## src/rtl/parity_pkg.sv

```systemverilog
// rtl/parity_pkg.sv - shared state encoding and parity mode constants for the parity receiver
package parity_pkg;

  typedef enum logic [2:0] {
    ST_IDLE   = 3'd0,
    ST_DATA   = 3'd1,
    ST_PARITY = 3'd2,
    ST_STOP   = 3'd3,
    ST_DONE   = 3'd4
  } state_t;

  localparam int PAR_EVEN = 0;
  localparam int PAR_ODD  = 1;

endpackage

```

## src/rtl/parity_calc.sv

```systemverilog
// rtl/parity_calc.sv - combinational expected-parity bit over a data word
module parity_calc
  import parity_pkg::*;
#(
  parameter int DATA_W   = 3,
  parameter int PAR_MODE = PAR_EVEN
) (
  input  logic [DATA_W-1:0] data,
  output logic              par
);

  assign par = (PAR_MODE == PAR_ODD) ? ~(^data) : (^data);

endmodule

```

## src/rtl/parity_rx_check.sv

```systemverilog
// rtl/parity_rx_check.sv - serial frame receiver with parity/framing check and saturating error count
module parity_rx_check
  import parity_pkg::*;
#(
  parameter int DATA_W   = 3,
  parameter int PAR_MODE = PAR_EVEN,
  parameter int CNT_W    = 8
) (
  input  logic              clk,
  input  logic              rst_n,
  input  logic              ser_valid,
  input  logic              ser_bit,
  input  logic              clear_cnt,
  output logic              out_valid,
  output logic [DATA_W-1:0] out_data,
  output logic              par_err,
  output logic              frm_err,
  output logic [CNT_W-1:0]  err_cnt,
  output logic              busy
);

  localparam int                IDX_W    = (DATA_W > 1) ? $clog2(DATA_W) : 1;
  localparam logic [IDX_W-1:0]  LAST_IDX = IDX_W'(DATA_W - 1);
  localparam logic [CNT_W-1:0]  CNT_MAX  = '1;

  state_t              state;
  state_t              state_nxt;
  logic [IDX_W-1:0]    idx;
  logic [DATA_W-1:0]   shreg;
  logic                rx_par;
  logic                exp_par;

  parity_calc #(
    .DATA_W   (DATA_W),
    .PAR_MODE (PAR_MODE)
  ) u_parity_calc (
    .data (shreg),
    .par  (exp_par)
  );

  always_ff @(posedge clk) begin
    if (!rst_n) begin
      state <= ST_IDLE;
    end else begin
      state <= state_nxt;
    end
  end

  // DONE is the only state that advances without ser_valid
  always_comb begin
    state_nxt = state;
    case (state)
      ST_IDLE:   if (ser_valid && !ser_bit)          state_nxt = ST_DATA;
      ST_DATA:   if (ser_valid && (idx == LAST_IDX)) state_nxt = ST_PARITY;
      ST_PARITY: if (ser_valid)                      state_nxt = ST_STOP;
      ST_STOP:   if (ser_valid)                      state_nxt = ST_DONE;
      ST_DONE:                                       state_nxt = ST_IDLE;
      default:                                       state_nxt = ST_IDLE;
    endcase
  end

  always_ff @(posedge clk) begin
    if (!rst_n) begin
      idx       <= '0;
      shreg     <= '0;
      rx_par    <= 1'b0;
      out_data  <= '0;
      par_err   <= 1'b0;
      frm_err   <= 1'b0;
      out_valid <= 1'b0;
    end else begin
      out_valid <= (state == ST_DONE);
      if (ser_valid) begin
        case (state)
          ST_IDLE: begin
            if (!ser_bit) idx <= '0;
          end
          ST_DATA: begin
            shreg[idx] <= ser_bit;
            if (idx != LAST_IDX) idx <= idx + IDX_W'(1);
          end
          ST_PARITY: begin
            rx_par <= ser_bit;
          end
          ST_STOP: begin
            // parity is judged even when the stop bit is bad
            out_data <= shreg;
            par_err  <= (rx_par != exp_par);
            frm_err  <= ~ser_bit;
          end
          default: ;
        endcase
      end
    end
  end

  always_ff @(posedge clk) begin
    if (!rst_n) begin
      err_cnt <= '0;
    end else if (clear_cnt) begin
      err_cnt <= '0;
    end else if ((state == ST_DONE) && (par_err || frm_err) && (err_cnt != CNT_MAX)) begin
      err_cnt <= err_cnt + CNT_W'(1);
    end
  end

  assign busy = (state != ST_IDLE);

endmodule

```

## config.mk

```make
export PLATFORM = sky130hd
export DESIGN_NAME = parity_rx_check
export DESIGN_NICKNAME = d
export VERILOG_FILES = /design/src/rtl/parity_pkg.sv /design/src/rtl/parity_calc.sv /design/src/rtl/parity_rx_check.sv
export SDC_FILE = /design/constraint.sdc
export NUM_CORES = 1
export LEC_CHECK = 0
export ABC_CLOCK_PERIOD_IN_PS = 3350
export BUFFER_PORTS_ARGS = -buffer_cell sky130_fd_sc_hd__buf_4
export CORE_MARGIN = 1
export CORE_UTILIZATION = 52
export CTS_BUF_LIST = sky130_fd_sc_hd__clkbuf_8 sky130_fd_sc_hd__clkbuf_16
export DETAILED_ROUTE_END_ITERATION = 7
export PLACE_DENSITY = 0.75
export SYNTH_ARGS = -nofsm -noshare
export SYNTH_HDL_FRONTEND = slang
export SYNTH_SLANG_ARGS = --single-unit
```

## constraint.sdc

```tcl
create_clock -name clk -period 3.35 [get_ports clk]
set_input_delay 0.1675 -clock clk [delete_from_list [all_inputs] [get_ports clk]]
set_output_delay 0.1675 -clock clk [all_outputs]
set_load 0.005 [all_outputs]
```

* Word level (Yosys, flattened, before mapping) *
Cells that the tools add are included.

cells by class
  order comparisons = 2
  bitwise gates (word level) = 2
  add/sub/neg operators = 2
  eq/ne operators = 14
  mux-type cells = 11
  reduce and logical (&&, ||, !) cells = 17

operators with widths
  cell                                                                                 number
  2-bit != test, second input constant                                                 7
  3-bit 2-to-1 mux                                                                     4
  3-bit one-hot mux with 4 select lines                                                1
  8-bit by 1-bit adder with 8-bit output, second input constant                        1
  8-bit != test, second input constant                                                 1
  4-bit AND reduction                                                                  2
  3-bit by 2-bit == test with 1-bit output, second input constant                      2
  2-bit AND reduction                                                                  3
  1-bit logical AND                                                                    5
  2-bit 2-to-1 mux                                                                     2
  2-bit one-hot mux with 2 select lines                                                1
  3-bit bitwise mux                                                                    1
  3-bit by 1-bit == test with 1-bit output, second input constant                      1
  3-bit == test, second input constant                                                 1
  3-bit logical NOT                                                                    1
  2-bit by 3-bit < comparator with 1-bit output, second input constant                 1
  3-bit nonzero test                                                                   1
  3-bit parity                                                                         1
  2-bit by 1-bit adder with 2-bit output, second input constant                        1
  1-bit demux with 2-bit select                                                        1
  2-bit == test, second input constant                                                 1
  2-bit by 1-bit greater-or-equal comparator with 1-bit output, second input constant  1
  1-bit inverter                                                                       2
  2-bit nonzero test                                                                   1
  5 further kinds                                                                      5

word-level totals
  word-level logic and storage cells = 57
  register bits after elaboration = 23
  output and inout bits = 15

* Logic depth before layout (Yosys ltp) *
Gate-level depths: netlist of the first run.

  depth after elaboration = 5
  mapped depth = 6
  gate-level depth less buffers = 6

* Hierarchy *
A second synthesis of the first run with hierarchy kept.

unflattened totals
  cells, all modules = 129
  area, all modules = 1101.1 um^2

by module, submodules not included
  module           cells an instance  area each (um^2)  instances  sequential area each (um^2)
  parity_rx_check  128                1077.3            1          460.4
  parity_calc      1                  23.8              1          0.0

* Least setup slack after synthesis of the first run *
No wires, ideal clock.

  path kind = reg2reg
  from = reg state[2]
  to = reg err_cnt[7]
  stages on the path, launching flop included = 6
  slack = 1.855 ns
  path buffers = 1
  data arrival time = 1.404 ns
  data required time = 3.259 ns
  cell sequence = dfxtp_1 or3b_1 buf_6 nor4_4 nor2_1 a311oi_1

on the way
  word-level cells in the longest chain between the ends = 3

ends and longest elaborated chain
  what                            RTL line                text
  start: declaration              parity_rx_check.sv:26   state_t state;
  start signal: assignment        parity_rx_check.sv:45   state <= state_nxt;
  3-bit == test                   parity_rx_check.sv:102  end else if ((state == ST_DONE) && (par_err || frm_err) && (err_cnt != CNT_MAX)) begin
  1-bit logical AND (2 in a row)  parity_rx_check.sv:102
  end signal: assignment          parity_rx_check.sv:103  err_cnt <= err_cnt + CNT_W'(1);
  end: declaration                parity_rx_check.sv:18   output logic [CNT_W-1:0] err_cnt,

Every way passes these cells.
A chain may end at the register's enable or synchronous reset.

* Worst setup path in the final report of the first run *
  from = reg state[2]
  to = reg err_cnt[6]

Same word-level chain as after synthesis.

==> results.tsv, run 1 <==
stage	metric	value	unit
die	fp.dieW	48.6	µm
setup_path	worst-endpoint-arrival	1.85	ns
logic_synthesis	synth_compound_area_frac	0.0952	
timing	hold_viol	0	
clock_tree	postCtsSetupBuffers	0	
logic_synthesis	avgSynthCellArea	8.83	µm²
die	die_h	48.6	µm
clock_tree	clk_latency	0.26	ns
placed_design	port_buffers	19	
final_layout	utilization	0.663	
clock_tree	clk_pin_slew_worst_paths	0.08	ns
logic_synthesis	synth-edff-count	0	
pwr	p_leak	0.559	nW
timing	fmax	0.600	GHz
die	ios	20	
die	core-area	0.00200	mm²
placed_design	place_hpwl	1720	µm
pwr	irDropWorstVdd	0.219	mV
global_routing	grt_overflow	0	
logic_synthesis	synth_cell_types	35	
timing	rsz0062_at_grt	false	
logic_synthesis	async_flop_share	0	
timing	tns	0	ns
setup_path	cpLargestDelayFamily	simple AND/OR/NAND/NOR gates	
die	fp-row-count	16	
logic_synthesis	synthAdderAreaFrac	0.0443	
final_layout	syn2layout_area_growth	17.4	%
die	initial_core_util	0.564	
logic_synthesis	synth-simple-area-share	0.302	
setup_path	slowest_delay	0.53	ns
timing	setup_violations	0	
logic_synthesis	synth_area	0.00113	mm²
routing	detail_route.iter0.violations	11	
run	maxCapViolations	0	
global_routing	antenna_found_initial	0	
logic_synthesis	syn_inst	128	
clock_tree	cts_buffer_depth	2	
logic_synthesis	ys_ff_latch	23	
setup_path	start_kind	flip-flop	
routing	drc	0	
global_routing	grt_pass1_vias	936	
routing	dr.pass1.iters	4	
final_layout	layout-drive-gt1-share	0.199	
setup_path	end_kind	flip-flop	
routing	ant_nets	0	
routing	post_drt_wl_per_cell	12.9	µm
routing	vias_per_cell	5.50	
setup_path	path_buf_inv	0	
logic_synthesis	synth_top_family_by_area	simple AND/OR/NAND/NOR gates	
timing	fin_skew	0.00138	ns
timing	slew_viol_final	0	
global_routing	grtUsageTotal	0.206	
setup_path	worstSetupPathType	flip-flop to flip-flop	
timing	max_slew_margin	0.696	
timing	min_period	1.67	ns
routing	wl	2230	µm
clock_tree	clock-sinks	23	
final_layout	nets	156	
timing	worst_pin_slew	0.455	ns
setup_path	required	3.53	ns
global_routing	grt_max_degree	16	
logic_synthesis	synth_flop_cell	dfxtp_1	
clock_tree	htree_levels	1	
run_status	status	finished, final reports clean	
routing	vias	951	
clock_tree	hold_buffers	0	
setup_path	crit_chain	or3b_1, nor3_4, a31oi_1, a211oi_1	
worst_hold_path	hold_path_class	primary input to flip-flop	
global_routing	grt_pass1_wl	3860	µm
logic_synthesis	synth-seq-area-share	0.408	
clock_tree	numCtsBuffers	3	
setup_path	worst_path_max_delay_cell	or3b_1	
clock_tree	ctsResizeCount	0	
clock_tree	root_buffer	clkbuf_8	
setup_path	crit_fanout	9	
die	die_area	0.00236	mm²
pwr	pwr_density_cell	355	mW/mm²
timing	period_share	0.498	
logic_synthesis	yosys_warnings	0	
placed_design	gp_congestion	0.803	
logic_synthesis	postSynthNetCount	137	
final_layout	insertedDiodeCount	0	
logic_synthesis	synthXorXnorAreaFrac	0.0310	
clock_tree	tritoncts	built	
logic_synthesis	muxShareOfSynthArea	0.0797	
-- cells by family (layout without fill, tap and decap cells) --
| kind of cell | after synthesis | in the layout |
|---|---|---|
| AOI/OAI and AO/OA | 17 | 17 |
| xor gates and xnor gates | 4 | 4 |
| adders and majority gates | 4 | 4 |
| buffers and inverters | 10 | 28 |
| DFF | 23 | 23 |
| muxes | 9 | 9 |
| and+or+nand+nor | 61 | 61 |
-- routing by layer --
metal	GRT usage	share of wire	up-vias
met2	0.363	0.51	18
met4	0.0980	0.016	0
met1	0.241	0.44	443
li1	-	-	484
met3	0.0314	0.028	6
met5	0	0	-
-- placed cells by master (no fill, tap or decap), drive strengths merged --
| cell | synthesis | final |
|---|---|---|
| a211oi | 2 | 2 |
| a21oi | 7 | 7 |
| a311oi | 1 | 1 |
| a31oi | 2 | 2 |
| and3 | 2 | 2 |
| and4bb | 2 | 2 |
| buf | 2 | 19 |
| clkbuf | 3 | 3 |
| clkinv | 0 | 1 |
| dfxtp | 23 | 23 |
| ha | 4 | 4 |
| inv | 5 | 5 |
| mux2i | 9 | 9 |
| nand2 | 11 | 11 |
| nand2b | 2 | 2 |
| nand3 | 8 | 8 |
| nand4 | 1 | 1 |
| nand4b | 1 | 1 |
| nor2 | 19 | 19 |
| nor3 | 5 | 5 |
| nor3b | 2 | 2 |
| nor4 | 3 | 3 |
| o2111a | 1 | 1 |
| o211ai | 2 | 2 |
| o21ai | 2 | 2 |
| or2 | 3 | 3 |
| or3 | 1 | 1 |
| or3b | 1 | 1 |
| xnor2 | 2 | 2 |
| xor2 | 2 | 2 |
-- flip-flops by register name, summed over array words and instances, names as in the netlist --
register	count
out_data	3
idx	2
par_err	1
shreg	3
out_valid	1
rx_par	1
state	3
err_cnt	8
frm_err	1
-- power by group --
part	switching [mW]	internal, mW
logic	0.0125	0.00971
registers	0.00287	0.275
clock network	0.0880	0.0829
total	0.103	0.367
-- synth_stat cells, types with 2 or more instances --
cell type	count	area (µm²)
o21ai_0	2	10.0
xnor2_1	2	17.5
xor2_1	2	17.5
and4bb_2	2	25.0
nor4_1	2	12.5
nand2b_1	2	12.5
o211ai_1	2	15.0
mux2i_1	9	90.1
clkbuf_1	3	11.3
nor3_1	4	20.0
a31oi_1	2	12.5
ha_1	4	50.1
nand3_1	8	40.0
dfxtp_1	23	460
and3_1	2	12.5
inv_1	5	18.8
a211oi_1	2	15.0
a21oi_1	7	35.0
nor2_1	19	71.3
nand2_1	11	41.3
-- cell type report --
cell class                      instances  area (µm²)
Timing Repair Buffer                   19         143
Multi-Input combinational cell         95         624
Clock inverter                          1        5.00
Clock buffer                            3        41.3
Inverter                                5        18.8
Sequential cell                        23         460
Tap cell                               27        33.8
Fill cell                             172         676
-- worst paths after layout --
path / from / to / slack, ns / cells after the start
worst max register to register: state[2] / err_cnt[6] / 1.68 / 4
worst max-delay path: state[2] / err_cnt[6] / 1.68 / 4
worst min register to register: shreg[2] / shreg[2] / 0.49 / 2
worst min-delay path: ser_bit / shreg[2] / 0.20 / 3
-- tightest hold or removal path, stage by stage --
cell and delay, ns:
buf_4 0.13, nand3_1 0.07, a21oi_1 0.05
-- through the flow --
step	hold slack, ns	total power, mW	cell area [µm²]	std cells	setup slack, ns
finish	0.202	0.471	1330	173	1.68
global route	0.206	0.487	1330	173	1.52
CTS	0.205	0.473	1330	173	1.68
detailed placement	0.478	0.307	1280	169	1.71
global placement	0.466	0.306	1280	169	1.78
floorplan	0.315	0.297	1130	128	1.86
No activity file was read; power rests on OpenSTA's default activity.
==> inputs of run 2 (changes only) <==
--- a/config.mk
+++ b/config.mk
@@ -5,7 +5,7 @@
 export SDC_FILE = /design/constraint.sdc
 export NUM_CORES = 1
 export LEC_CHECK = 0
-export ABC_CLOCK_PERIOD_IN_PS = 3350
+export ABC_CLOCK_PERIOD_IN_PS = 1600
 export BUFFER_PORTS_ARGS = -buffer_cell sky130_fd_sc_hd__buf_4
 export CORE_MARGIN = 1
 export CORE_UTILIZATION = 52
==> constraint.sdc (replaced) <==
create_clock -name clk -period 1.6 [get_ports clk]
set_input_delay 0.08 -clock clk [delete_from_list [all_inputs] [get_ports clk]]
set_output_delay 0.08 -clock clk [all_outputs]
set_load 0.005 [all_outputs]
==> results.tsv, run 2 (same netlist as run 1, synthesis figures left out) <==
stage	metric	value	unit	change
pwr	irDropWorstVdd	0.545	mV	was 0.219 mV
worst_hold_path	holdPathStages	3		unchanged
routing	post_drt_wl_per_cell	12.9	µm	about the same
run	maxCapViolations	0		unchanged
timing	fin_skew	0.00134	ns	was 0.00138 ns
pwr	p_leak	0.594	nW	was 0.559 nW
clock_tree	root_buffer	clkbuf_8		unchanged
die	initial_core_util	0.564		unchanged
placed_design	place_ws	0.0118	ns	was 1.71 ns
pwr	p_switching	0.214	mW	was 0.103 mW
pwr	p_int	0.769	mW	was 0.367 mW
timing	hold_viol	0		unchanged
setup_path	start_kind	flip-flop		unchanged
timing	max_slew_margin	0.697		was 0.696
placed_design	gp_congestion	0.803		about the same
timing	fmax	0.681	GHz	was 0.600 GHz
final_layout	insertedDiodeCount	0		unchanged
pwr	power_frac_clock	0.358		was 0.363
die	ios	20		unchanged
setup_path	critPathLaunch	err_cnt[1]		was state[2]
die	fp-row-count	16		unchanged
clock_tree	cts_buffer_depth	2		unchanged
setup_path	r2r_end	err_cnt[0]		was err_cnt[6]
clock_tree	clock-sinks	23		unchanged
global_routing	grt_overflow	0		unchanged
die	core-area	0.00200	mm²	unchanged
routing	wl	2300	µm	was 2230 µm
setup_path	reg2reg_slack	0.13	ns	was 1.68 ns
clock_tree	tritoncts	built		unchanged
final_layout	layout-drive-gt1-share	0.237		was 0.199
routing	vias	987		was 951
worst_hold_path	hold_end	rx_par		was shreg[2]
timing	slew_viol_final	0		unchanged
timing	rsz0062_at_grt	false		unchanged
timing	setup_violations	0		unchanged
worst_hold_path	hold_path_class	primary input to flip-flop		unchanged
run_status	status	finished, final reports clean		unchanged
timing	setup_ws	0.132	ns	was 1.68 ns
pwr	pwr_density_cell	713	mW/mm²	was 355 mW/mm²
routing	vias_per_cell	5.51		was 5.50
setup_path	required	1.74	ns	was 3.53 ns
setup_path	reg2reg_depth	5		was 4
placed_design	place_area	0.00133	mm²	was 0.00128 mm²
placed_design	port_buffers	19		unchanged
final_layout	nets	162		was 156
clock_tree	htree_levels	1		unchanged
routing	drc	0		unchanged
clock_tree	numCtsBuffers	3		unchanged
final_layout	regMostFlops	err_cnt		unchanged
global_routing	grt_max_degree	16		unchanged
routing	detail_route.iter0.violations	15		was 11
setup_path	worst-endpoint-arrival	1.61	ns	was 1.85 ns
pwr	p_total	0.983	mW	was 0.471 mW
timing	min_period	1.47	ns	was 1.67 ns
clock_tree	clk_latency	0.26	ns	about the same
routing	dr.pass1.iters	4		unchanged
global_routing	grt_pass1_wl	4020	µm	was 3860 µm
setup_path	timing.rr.start	err_cnt[1]		was state[2]
pwr	p_comb_frac	0.054		was 0.047
clock_tree	clk_pin_slew_worst_paths	0.08	ns	about the same
timing	tns	0	ns	unchanged
global_routing	antenna_found_initial	0		unchanged
routing	ant_nets	0		unchanged
pwr	power_frac_seq	0.588		was 0.590
final_layout	post-route-cell-area	0.00138	mm²	was 0.00133 mm²
setup_path	crit_fanout	4		was 9
final_layout	fillCellCount	179		was 172
final_layout	mostFrequentLayoutCells	buf_4, dfxtp_1, nor2_1		was dfxtp_1, nor2_1, buf_4
final_layout	syn2layout_area_growth	22.0	%	was 17.4%
die	die_h	48.6	µm	unchanged
timing	worst_pin_slew	0.454	ns	was 0.455 ns
placed_design	place_hpwl	1780	µm	was 1720 µm
global_routing	grt_pass1_vias	951		was 936
die	die_area	0.00236	mm²	unchanged
global_routing	grtUsageTotal	0.220		was 0.206
timing	period_share	0.917		was 0.498
setup_path	end_kind	flip-flop		unchanged
die	fp.dieW	48.6	µm	unchanged
final_layout	final_common_cell	buf_4		was dfxtp_1
pwr	swShare	0.217		was 0.220
clock_tree	postCtsSetupBuffers	0		unchanged
setup_path	worstSetupPathType	flip-flop to flip-flop		unchanged
worst_hold_path	hold_path.startpoint	ser_bit		unchanged
final_layout	largest_register_ffs	8		unchanged
==> run 2: power groups by stage <==
stage,clock [mW],sequential (mW),combinational (mW)
3_5_place_dp,0,0.591,0.0528
2_1_floorplan,0,0.591,0.0315
6_report,0.352,0.578,0.0527
3_3_place_gp,0,0.591,0.0513
4_1_cts,0.361,0.578,0.0529
5_1_grt,0.383,0.578,0.0592
==> run 2: cell type report <==
class	instances	area, µm²	share of cell area
clock buffers	3	41.3	0.0299
clock inverters	1	3.75	0.00272
inverters	5	18.8	0.0136
multi-input cells	95	633	0.459
flip-flops and latches	23	460	0.334
well taps	27	33.8	0.0245
repair buffers	25	188	0.136
==> run 2: worst max-delay path by stage <==
stage / slack [ns] / to
after global placement: 0.14 / err_cnt[7]
after floorplan: 0.11 / err_cnt[7]
after detailed placement: 0.01 / err_cnt[7]
final: 0.13 / err_cnt[0]
after CTS: 0.08 / err_cnt[7]
after global routing: 0.01 / err_cnt[0]
==> run 2: per-layer routing <==
layer	vias up	GRT usage	share of wire
li1	503	-	-
met1	460	0.257	0.43
met2	19	0.394	0.52
met3	5	0.0283	0.029
met4	0	0.103	0.020
met5	-	0	0
==> run 2: metrics by stage <==
step,hold slack [ns],instances,utilization
2_1_floorplan,0.227,128,-
3_3_place_gp,0.376,175,0.662
3_5_place_dp,0.382,175,0.662
4_1_cts,0.105,179,0.686
5_1_grt,0.112,179,0.689
6_report,0.111,179,0.689
==> run 2: repair_timing <==
item,in CTS,in global routing
gates resized for setup,1,1
hold endpoints to repair,0,0
hold buffers,0,0
pin swaps,0,2
setup endpoints to repair,1,1
==> run 2: worst max-delay path, stage by stage (launching register included) <==
cell and delay [ns]:
dfxtp_1 0.38, ha_1 0.22, nand3_1 0.15, o211ai_1 0.33, xor2_1 0.20, nor2_1 0.07
==> inputs of run 3 (changes only) <==
--- a/config.mk
+++ b/config.mk
@@ -14,4 +14,5 @@
 export PLACE_DENSITY = 0.75
 export SYNTH_ARGS = -nofsm -noshare
 export SYNTH_HDL_FRONTEND = slang
+export SYNTH_HIERARCHICAL = 1
 export SYNTH_SLANG_ARGS = --single-unit
==> results.tsv, run 3 <==
stage	metric	value	unit	change
timing	worst_pin_slew	0.343	ns	was 0.454 ns
routing	post_drt_wl_per_cell	12.0	µm	was 12.9 µm
final_layout	final_common_cell	buf_4		unchanged
final_layout	post-route-cell-area	0.00139	mm²	was 0.00138 mm²
die	initial_core_util	0.556		was 0.564
global_routing	grt_pass1_vias	818		was 951
clock_tree	numCtsBuffers	3		unchanged
placed_design	dp_cells	181		was 175
logic_synthesis	postSynthNetCount	138		was 137
clock_tree	cts_buffer_depth	2		unchanged
timing	fmax	0.603	GHz	was 0.681 GHz
setup_path	worst_path_max_delay_cell	or4_1		was dfxtp_1
setup_path	end_kind	flip-flop		unchanged
die	die_area	0.00231	mm²	was 0.00236 mm²
setup_path	crit_fanout	4		unchanged
routing	detail_route.iter0.violations	21		was 15
final_layout	layout-drive-gt1-share	0.270		was 0.237
timing	min_period	1.66	ns	was 1.47 ns
routing	vias_per_cell	5.39		was 5.51
global_routing	grt_util_met3	0.0717		was 0.0283
timing	fin_skew	0.00401	ns	was 0.00134 ns
global_routing	top_usage_layer	met2		unchanged
worst_hold_path	hold_end	shreg[1]		was rx_par
timing	max_slew_margin	0.770		was 0.697
final_layout	fillCellCount	169		was 179
logic_synthesis	yosysTopAreaCell	dfxtp_1		unchanged
clock_tree	htree_levels	1		unchanged
pwr	irDropWorstVdd	0.895	mV	was 0.545 mV
logic_synthesis	avgSynthCellArea	8.54	µm²	was 8.83 µm²
timing	rsz0062_at_grt	true		was false
logic_synthesis	syn_inst	129		was 128
logic_synthesis	synth_area	0.00110	mm²	was 0.00113 mm²
die	fp-row-count	16		unchanged
final_layout	mostFrequentLayoutCells	buf_4, dfxtp_1, nor2_1		unchanged
die	ios	20		unchanged
setup_path	reg2reg_depth	4		was 5
logic_synthesis	yosysMostFrequentCell	dfxtp_1		unchanged
final_layout	multi_input_area	609	µm²	was 633 µm²
worst_hold_path	hold_path.startpoint	ser_bit		unchanged
placed_design	place_hpwl	1620	µm	was 1780 µm
global_routing	grt_max_degree	16		unchanged
logic_synthesis	ys_ff_latch	23		unchanged
routing	dr.pass1.iters	4		unchanged
final_layout	nets	169		was 162
placed_design	place_area	0.00133	mm²	unchanged
routing	ant_nets	0		unchanged
logic_synthesis	synth_cell_types	34		was 35
setup_path	crit_chain	or3b_4, or2_4, or4_1, a21oi_1		was ha_1, nand3_1, o211ai_1, xor2_1, nor2_1
timing	slew_viol_final	0		unchanged
timing	tns	-0.0627	ns	was 0 ns
clock_tree	clk_latency	0.26	ns	about the same
routing	vias	1003		was 987
clock_tree	clock-sinks	23		unchanged
setup_path	reg2reg_slack	-0.06	ns	was 0.13 ns
timing	hold_slack	0.121	ns	was 0.111 ns
run	maxCapViolations	0		unchanged
final_layout	insertedDiodeCount	0		unchanged
worst_hold_path	holdPathStages	3		unchanged
placed_design	gp_congestion	0.770		was 0.803
setup_path	path_buf_inv	0		unchanged
clock_tree	hold_buffers	0		unchanged
logic_synthesis	yosys_warnings	6		was 0
setup_path	slowest_delay	0.48	ns	was 0.38 ns
clock_tree	tritoncts	built		unchanged
pwr	p_leak	0.548	nW	was 0.594 nW
logic_synthesis	synth_flop_cell	dfxtp_1		unchanged
clock_tree	clk_pin_slew_worst_paths	0.09	ns	was 0.08 ns
die	die_h	48.0	µm	was 48.6 µm
final_layout	seq_area	463	µm²	was 460 µm²
setup_path	worstSetupPathType	flip-flop to flip-flop		unchanged
logic_synthesis	synth-edff-count	0		unchanged
final_layout	largest_register_ffs	8		unchanged
setup_path	critPathLaunch	state[1]		was err_cnt[1]
clock_tree	root_buffer	clkbuf_8		unchanged
global_routing	antenna_found_initial	0		unchanged
final_layout	syn2layout_area_growth	26.4	%	was 22.0%
timing	setup_ws	-0.0580	ns	was 0.132 ns
timing	period_share	1.04		was 0.917
placed_design	port_buffers	19		unchanged
global_routing	met1_usage	0.224		was 0.257
timing	hold_viol	0		unchanged
global_routing	grt_pass1_wl	3280	µm	was 4020 µm
pwr	pwr_density_cell	722	mW/mm²	was 713 mW/mm²
run_status	failed_checks	negative setup slack		
logic_synthesis	synth_area_leaders	dfxtp_1, mux2i_1, nor2_1, a21oi_1, ha_1		was dfxtp_1, mux2i_1, nor2_1, ha_1, nand2_1
setup_path	r2r_end	err_cnt[2]		was err_cnt[0]
logic_synthesis	netlist.area_leader.share	0.418		was 0.408
global_routing	use_met2	0.386		was 0.394
global_routing	grt_overflow	0		unchanged
setup_path	required	1.80	ns	was 1.74 ns
global_routing	grtUsageTotal	0.206		was 0.220
run_status	status	complete, but fails checks		was finished, final reports clean
routing	wl	2240	µm	was 2300 µm
timing	setup_violations	2		was 0
setup_path	start_kind	flip-flop		unchanged
die	fp.dieW	48.0	µm	was 48.6 µm
logic_synthesis	synth_top_cells_by_count	dfxtp_1, nor2_1, nand2_1		unchanged
logic_synthesis	synth-seq-area-share	0.418		was 0.408
setup_path	cpLargestDelayFamily	simple AND/OR/NAND/NOR gates		was flip-flops
die	core-area	0.00198	mm²	was 0.00200 mm²
final_layout	regMostFlops	err_cnt		unchanged
routing	drc	0		unchanged
final_layout	stdcell_count	186		was 179
setup_path	timing.rr.start	state[1]		was err_cnt[1]
setup_path	worst-endpoint-arrival	1.86	ns	was 1.61 ns
worst_hold_path	hold_path_class	primary input to flip-flop		unchanged
logic_synthesis	async_flop_share	0		unchanged
## run 3: worst register-to-register path: stages (launching register included)
cell	delay [ns]
dfxtp_2	0.32
or3b_4	0.40
or2_4	0.25
or4_1	0.48
a21oi_1	0.14
## run 3: what timing repair did
| action | in CTS | in global routing |
|---|---|---|
| buffers inserted | 1 | 0 |
| gates resized for setup | 1 | 3 |
| pin swaps | 1 | 0 |
| endpoints found under the setup margin | 2 | 7 |
## run 3: worst max path at each step
stage	cells past startpoint	endpoint	slack, ns
finish	4	err_cnt[2]	-0.06
global route	4	err_cnt[2]	-0.1
CTS	4	err_cnt[2]	-0.07
detailed placement	4	err_cnt[2]	-0.07
global placement	4	err_cnt[2]	-0.008
floorplan	5	err_cnt[2]	-0.12
## run 3: power by group
part	switching, mW	internal (mW)
Sequential	0.00250	0.575
Combinational	0.0312	0.0273
Clock	0.193	0.176
## run 3: area by class of cell
| class | count | area share |
|---|---|---|
| clock buffers | 3 | 0.0297 |
| repair buffers | 29 | 0.156 |
| flip-flops and latches | 23 | 0.333 |
| clock inverters | 1 | 0.00540 |
| well taps | 27 | 0.0243 |
| multi-input cells | 98 | 0.438 |
| inverters | 5 | 0.0135 |
## run 3: logic make-up after synthesis
family          share of synthesized area
simple gates                        0.307
flops                               0.418
fa+ha+maj                          0.0455
xor+xnor                           0.0295
buf+inv                            0.0352
compound gates                      0.110
mux                                0.0545
## run 3: routing by layer
metal	part of all wire	vias to the layer above
li1	-	520
met1	0.42	463
met2	0.54	20
met3	0.038	0
met4	0	0
met5	0	-
## run 3: per-stage QoR
| stage | util | power, mW | setup WS, ns |
|---|---|---|---|
| 4_1_cts | 0.698 | 1.01 | -0.0680 |
| 6_report | 0.702 | 1.01 | -0.0580 |
| 3_3_place_gp | 0.669 | 0.648 | -0.00788 |
| 2_1_floorplan | - | 0.625 | -0.116 |
| 3_5_place_dp | 0.669 | 0.650 | -0.0714 |
| 5_1_grt | 0.702 | 1.04 | -0.0967 |
